--- src/rtl/gcd_pkg.sv ---
// Shared definitions for the subtractive GCD engine: FSM state encoding
// and a helper that sizes the optional iteration counter.
package gcd_pkg;

    localparam logic [1:0] ST_IDLE = 2'd0;
    localparam logic [1:0] ST_CALC = 2'd1;
    localparam logic [1:0] ST_DONE = 2'd2;

    typedef enum logic [1:0] {
        S_IDLE = ST_IDLE,
        S_CALC = ST_CALC,
        S_DONE = ST_DONE
    } state_t;

    // The worst case (1, 2^W-1) takes 2^W-2 subtractions, which still fits in W bits.
    function automatic int min_cnt_w(input int width);
        return width;
    endfunction

endpackage

--- src/rtl/gcd_datapath.sv ---
// Operand registers, magnitude comparator, subtractor and result hold
// register for the subtractive GCD engine. All sequencing comes from gcd_unit.
module gcd_datapath
    import gcd_pkg::*;
#(
    parameter int WIDTH = 16
) (
    input  logic             clk,
    input  logic             rst_n,
    input  logic             ld,
    input  logic             sel_sub_a,
    input  logic             sel_sub_b,
    input  logic             res_ld,
    input  logic [WIDTH-1:0] a_in,
    input  logic [WIDTH-1:0] b_in,
    output logic             eq,
    output logic             lt,
    output logic             gt,
    output logic             a_zero,
    output logic             b_zero,
    output logic [WIDTH-1:0] result
);

    logic [WIDTH-1:0] a_q;
    logic [WIDTH-1:0] b_q;

    assign eq     = (a_q == b_q);
    assign lt     = (a_q < b_q);
    assign gt     = (a_q > b_q);
    assign a_zero = (a_q == '0);
    assign b_zero = (b_q == '0);

    // Operand capture, then the larger operand is reduced by the smaller one
    // so the subtraction can never wrap; the result is held between requests.
    always_ff @(posedge clk or negedge rst_n) begin
        if (!rst_n) begin
            a_q    <= '0;
            b_q    <= '0;
            result <= '0;
        end else begin
            if (ld) begin
                a_q <= a_in;
                b_q <= b_in;
            end else if (sel_sub_a) begin
                a_q <= a_q - b_q;
            end else if (sel_sub_b) begin
                b_q <= b_q - a_q;
            end
            if (res_ld) begin
                result <= a_zero ? b_q : a_q;
            end
        end
    end

endmodule

--- src/rtl/gcd_unit.sv ---
// Parametrised subtractive GCD engine with start/busy/done handshake.
// Optional iteration counter output is enabled by defining GCD_ITER_CNT_EN.
//
// state  | meaning
// -------+-----------------------------------------------------------
// S_IDLE | waiting for start after reset, no result yet
// S_CALC | reducing operands, one subtraction per clock
// S_DONE | result held on gcd_out, done high until next accepted start
module gcd_unit
    import gcd_pkg::*;
#(
    parameter int WIDTH = 16
`ifdef GCD_ITER_CNT_EN
    ,
    parameter int CNT_W = WIDTH + 1
`endif
) (
    input  logic             clk,
    input  logic             rst_n,
    input  logic             start,
    input  logic [WIDTH-1:0] a_in,
    input  logic [WIDTH-1:0] b_in,
    output logic             busy,
    output logic             done,
    output logic [WIDTH-1:0] gcd_out,
    output logic             zero_err
`ifdef GCD_ITER_CNT_EN
    ,
    output logic [CNT_W-1:0] iter_cnt
`endif
);

    state_t state;

    logic eq;
    logic lt;
    logic gt;
    logic a_zero;
    logic b_zero;
    logic accept;
    logic finish;
    logic sub_a;
    logic sub_b;

    // start is ignored while computing, so operands are only re-sampled in IDLE/DONE
    assign accept = start && (state != S_CALC);
    assign finish = (state == S_CALC) && (a_zero || b_zero || eq);
    assign sub_a  = (state == S_CALC) && !finish && gt;
    assign sub_b  = (state == S_CALC) && !finish && lt;

    assign busy = (state == S_CALC);
    assign done = (state == S_DONE);

    gcd_datapath #(
        .WIDTH(WIDTH)
    ) u_datapath (
        .clk      (clk),
        .rst_n    (rst_n),
        .ld       (accept),
        .sel_sub_a(sub_a),
        .sel_sub_b(sub_b),
        .res_ld   (finish),
        .a_in     (a_in),
        .b_in     (b_in),
        .eq       (eq),
        .lt       (lt),
        .gt       (gt),
        .a_zero   (a_zero),
        .b_zero   (b_zero),
        .result   (gcd_out)
    );

    // Sequencing FSM with the registered status flags it owns
    always_ff @(posedge clk or negedge rst_n) begin
        if (!rst_n) begin
            state    <= S_IDLE;
            zero_err <= 1'b0;
`ifdef GCD_ITER_CNT_EN
            iter_cnt <= '0;
`endif
        end else begin
            case (state)
                S_IDLE, S_DONE: begin
                    if (accept) begin
                        state    <= S_CALC;
                        zero_err <= 1'b0;
`ifdef GCD_ITER_CNT_EN
                        iter_cnt <= '0;
`endif
                    end
                end
                S_CALC: begin
                    if (finish) begin
                        state    <= S_DONE;
                        zero_err <= a_zero && b_zero;
                    end
`ifdef GCD_ITER_CNT_EN
                    else begin
                        iter_cnt <= iter_cnt + CNT_W'(1);
                    end
`endif
                end
                default: begin
                    state <= S_IDLE;
                end
            endcase
        end
    end

endmodule
--- config.mk ---
export PLATFORM = sky130hd
export DESIGN_NAME = gcd_unit
export DESIGN_NICKNAME = d
export VERILOG_FILES = /design/src/rtl/gcd_pkg.sv /design/src/rtl/gcd_datapath.sv /design/src/rtl/gcd_unit.sv
export SDC_FILE = /design/constraint.sdc
export NUM_CORES = 1
export LEC_CHECK = 0
export BUFFER_PORTS_ARGS = -buffer_cell sky130_fd_sc_hd__buf_4
export CAP_MARGIN = 30
export CORE_MARGIN = 2
export CORE_UTILIZATION = 59
export DETAILED_ROUTE_END_ITERATION = 16
export GPL_TIMING_DRIVEN = 1
export PLACE_DENSITY = 0.81
export SLEW_MARGIN = 20
export SYNTH_ARGS = -nofsm -noshare
export SYNTH_HDL_FRONTEND = slang
export SYNTH_SLANG_ARGS = --single-unit
--- constraint.sdc ---
create_clock -name clk -period 3.55 [get_ports clk]
set_input_delay 0.71 -clock clk [delete_from_list [all_inputs] [get_ports clk]]
set_output_delay 0.71 -clock clk [all_outputs]
set_load 0.01 [all_outputs]
; ---- After elaboration in Yosys (flattened, before gate mapping)
; Cells that the tools add are included.
[totals]
regBits = 51
latchBits = 0
ram_bits = 0
romBits = 0
inputBits = 35
output_inout_bits = 19
n_memories = 0
[classes]
add_sub_neg = 2
multipliers = 0
n_div = 0
magnitude_cmp = 2
eq_ne = 7
shifts = 0
n_mux = 12
n_bitwise = 0
reduce_logical = 19
[op_table]
columns = operator, count
row1 = two-way mux 16 bit, 6
row2 = logical NOT 16 bit, 2
row3 = subtractor 16 bit, 2
row4 = == test 16 bit, 1
row5 = greater-than comparator 16 bit, 1
row6 = < comparator 16 bit, 1
row7 = logical AND 1 bit, 6
row8 = nonzero test 2 bit, 3
row9 = two-way mux 2 bit, 2
row10 = inequality test 2 x 1 -> 1 bit (second input constant), 2
row11 = inequality test 2 bit (second input constant), 2
row12 = case mux 2 bit (2 select lines), 1
row13 = AND reduction 2 bit, 2
row14 = AND reduction 3 bit, 1
row15 = == test 2 x 1 -> 1 bit (second input constant), 1
row16 = == test 2 bit (second input constant), 1
row17 = logical NOT 2 bit, 1
row18 = logical OR 1 bit, 2
row19 = two-way mux 1 bit, 2
row20 = case mux 1 bit (2 select lines), 1
row21 = OR reduction 2 bit, 1
row22 = logical NOT 1 bit, 1

; ---- Longest topological paths before layout
[logic_depth]
depth_word = 10
depth_mapped = 11

; ---- By module
; From an unflattened synthesis, not the netlist that was laid out.
[unflattened]
hier_cells = 489
hier_area_um2 = 4075.2
[modules_own_cells]
columns = mod, instances, cells_per_inst, area_per_inst_um2, seq_area_each_um2
row1 = gcd_datapath, 1, 470, 3897.5, 1201.2
row2 = gcd_unit, 1, 19, 177.7, 75.1

; ---- Least setup slack after synthesis
; OpenSTA, ideal clock, no wires.
[synth_path]
path_type = register to register
from = register u_datapath.b_q[0]
to = register u_datapath.b_q[10]
setup_ns = 0.127
arrival_time_ns = 2.335
required_ns = 3.423
slack_ns = 1.088
stages_incl_launch_ff = 11
n_path_buf = 1
period_less_slack_ns = 2.462
path_cell_list = dfrtp_1 > ha_1 > fa_1 > and2b_1 > o31ai_4 > a31oi_4 > a31oi_4 > and2_1 > buf_4 > a222oi_1 > inv_1
[synth_between]
elab_chain_cells = 9
word_cells_on_any_way = 18
classes_between = 1 x add/sub / 2 x order compare / 2 x eq/ne / 3 x mux / 10 x reduce/logical
[synth_rtl]
columns = element, line
row1 = from (decl), gcd_datapath.sv:25  ; logic [WIDTH-1:0] b_q;
row2 = from (signal assigned), gcd_datapath.sv:43  ; b_q <= b_in;
row3 = from (signal assigned), gcd_datapath.sv:47  ; b_q <= b_q - a_q;
row4 = "parallel branches: the longest is 9 deep, another holds subtractor 16 bit", -
; Several ways; the timed one is not identified. The select of a mux whose other input is x is not followed.
; A chain may end at the register's enable or synchronous reset.

; ---- Worst setup path in the final report
[layout_path]
from = register u_datapath.b_q[2]
to = register u_datapath.b_q[9]
; The elaborated chain is that of the path after synthesis.

==> summary.txt <==
Outcome
  – Outcome: complete, no violations

Clocking
  – Clock buffer depth: 2
  – Root Buffer: clkbuf_8
  – Post-CTS Resized: 0
  – Post-CTS Setup Bufs: 0
  – CTS Sinks: about 50
  – CTS H-tree lvls: 2
  – Cts hold-fix bufs: 0
  – CTS tree: done
  – Skew-Pair Late Insertion Delay: about 0.31 ns
  – CTS Buf Count: 5
  – Worst-path clk slew: 0.10 ns

STA
  – Achievable Freq: 331 MHz
  – WHS: ~0.42 ns
  – RSZ-0062 raised after global routing: no
  – Min Tclk post-route: a little over 3 ns
  – Final Setup Violations: 0
  – Final-report hold violation count: 0
  – Clock Skew: roughly 0.0071 ns
  – Max-slew headroom: between 50% and 60%
  – Worst slew pin tran: between 0.7 and 0.8 ns
  – Fin. max-slew vios: 0
  – Fin Setup TNS: 0 ns
  – Fin crit share: 85.0%

Flow run
  – Max-cap violations: 0

Worst hold path
  – Hold/Removal Path Class: input port to async pin

Cells and area
  – Most common cell after layout, fill and taps aside: a21oi_1
  – Design area: 4510 sq um
  – Commonest non-fill, non-tap cells in the layout: a21oi_1, buf_4, dfrtp_1
  – Number of inserted diodes: 0
  – Final #Nets: 593
  – Area growth syn-to-layout: 13.5%
  – Share of cells above drive strength 1: around 15%
  – Final Util: about 70%
  – FILL cells: between 500 and 600

Detailed routing
  – DR WL/cell: approximately 18 um
  – First-pass DRT Iterations: 5
  – Final WL: roughly 11000 um
  – Via count: about 3.8k
  – Via density: around 6.3
  – Drt initial violations: 328
  – Antenna viol nets, final: 0
  – # DRC: 0

Global routing
  – GRT met2 Usage: approximately half
  – Most Crowded Layer GR: met2
  – Vias in the first global route: 3653
  – GRT Util Overall: a little under a third
  – Total gr overflow: 0
  – First-pass GRT wire length: 18300 um
  – Met1 GRT Util: 45.8%
  – Largest net degree at the start of global routing: 52
  – Initial antenna violation count: 0
  – Met3 Use GR: under 10%

Worst setup path
  – Worst Setup End Kind: flip-flop
  – Critical Path AT: roughly 3.2 ns
  – Crit path max fanout: 9
  – Worst setup path category: flip-flop to flip-flop
  – Startpoint Class: flip-flop
  – Worst r2r path cells: 9
  – Reg-to-Reg Start: u_datapath.b_q[2]
  – FF-to-FF End: u_datapath.b_q[9]
  – Crit. Startpoint: u_datapath.b_q[2]
  – Critical Path RT: 3.75 ns
  – R2R Setup Slk: roughly 0.53 ns

Floorplanning
  – Row count: 29
  – Die span in y: 86.1 um
  – Initial core utilization: 61.9%
  – Core Region: 6420 sq um
  – Chip Width: between 80 and 90 um
  – Die footprint: around 7400 sq um
  – # IOs: 54

Synth
  – Yosys top cell area share: about a third
  – Post-synthesis instance total: 482
  – Top_reg_cell synth: dfrtp_1
  – Area leader, netlist: dfrtp_1
  – #FFs+latches synth: between 50 and 60
  – Synthesized area: ~4000 sq um
  – Post-synth EDFFs: 0
  – Largest cells by area after synthesis: dfrtp_1, ha_1, a21oi_1
  – Syn nets: 550
  – Sequential fraction of the synthesis area: 32.1%
  – Async SR Flop Fraction: 100%
  – Avg Synthesized Cell Area: 8.25 sq um
  – Synth Warn #: 0
  – Unique masters post-synth: 60

Place
  – Placed cell areas: between 4000 and 5000 sq um
  – Buffers on Ports: 53
  – DP Wirelength: about 8300 um
  – GP Congestion: 1.01
layer usage:
layer	vias to the layer above	wire length, um
met5	-	0
met4	0	183
met3	20	975
met2	164	5000
met1	1810	4940
li1	1795	-
state kept, by name, summed over array words and instances, names as in the netlist:
signal and cells:
u_datapath.result 16, state 2, zero_err 1, u_datapath.b_q 16
u_datapath.a_q 16
critical path: stages (launching register included):
cell and delay [ns]:
dfrtp_1 0.45, inv_1 0.10, ha_1 0.41, and2b_1 0.26, o31ai_4 0.33, a31oi_4 0.17
a31oi_4 0.35, nand2_1 0.39, a41o_1 0.34, o311ai_0 0.10
cell type report:
cell class	instances	area (sq um)	share of cell area (%)
Sequential cell	51	1280	28.3
Tap cell	77	96.3	2.14
Clock inverter	2	37.5	0.832
Clock buffer	5	68.8	1.53
Timing Repair Buffer	60	450	9.98
Multi-Input combinational cell	363	2420	53.6
Inverter	44	165	3.66
logic make-up (layout without fill, tap and decap cells):
group	after synthesis	in the layout	share of synthesized area, %
fa+ha+maj	33	33	10.8
xor+xnor	18	18	3.96
compound gates	160	160	27.3
simple gates	150	150	18.1
buf+inv	68	111	7.24
flops	51	51	32.1
mux	2	2	0.629
synth_stat cells (5+ instances only):
| library cell | count |
|---|---|
| xor2_1 | 5 |
| clkbuf_1 | 11 |
| nor4_1 | 9 |
| xnor2_1 | 13 |
| a22oi_1 | 5 |
| nor2_1 | 52 |
| o21a_1 | 6 |
| inv_1 | 44 |
| dfrtp_1 | 51 |
| nor3_1 | 5 |
| a21o_1 | 14 |
| nand2b_1 | 14 |
| a222oi_1 | 5 |
| nand4_1 | 5 |
| a21oi_1 | 62 |
| nand2_1 | 36 |
| ha_1 | 31 |
| o21ai_0 | 22 |
| buf_2 | 8 |
| a31oi_1 | 11 |
per-stage QoR:
stage / std cells / worst slack [ns]
after floorplan: 482 / 1.09
after global placement: 595 / 0.669
after detailed placement: 595 / 0.641
after CTS: 602 / 0.610
after global routing: 602 / 0.399
final: 602 / 0.533
worst max path at each step:
| stage | endpoint | slack [ns] | cells after the start |
|---|---|---|---|
| floorplan | u_datapath.b_q[10] | 1.09 | 10 |
| global placement | u_datapath.b_q[13] | 0.67 | 9 |
| detailed placement | u_datapath.b_q[9] | 0.64 | 9 |
| CTS | u_datapath.b_q[9] | 0.61 | 9 |
| global route | u_datapath.b_q[3] | 0.40 | 9 |
| finish | u_datapath.b_q[9] | 0.53 | 9 |
Power is not shown: default switching activity piles up to over one toggle a cycle in this logic, so the estimate is an artifact.
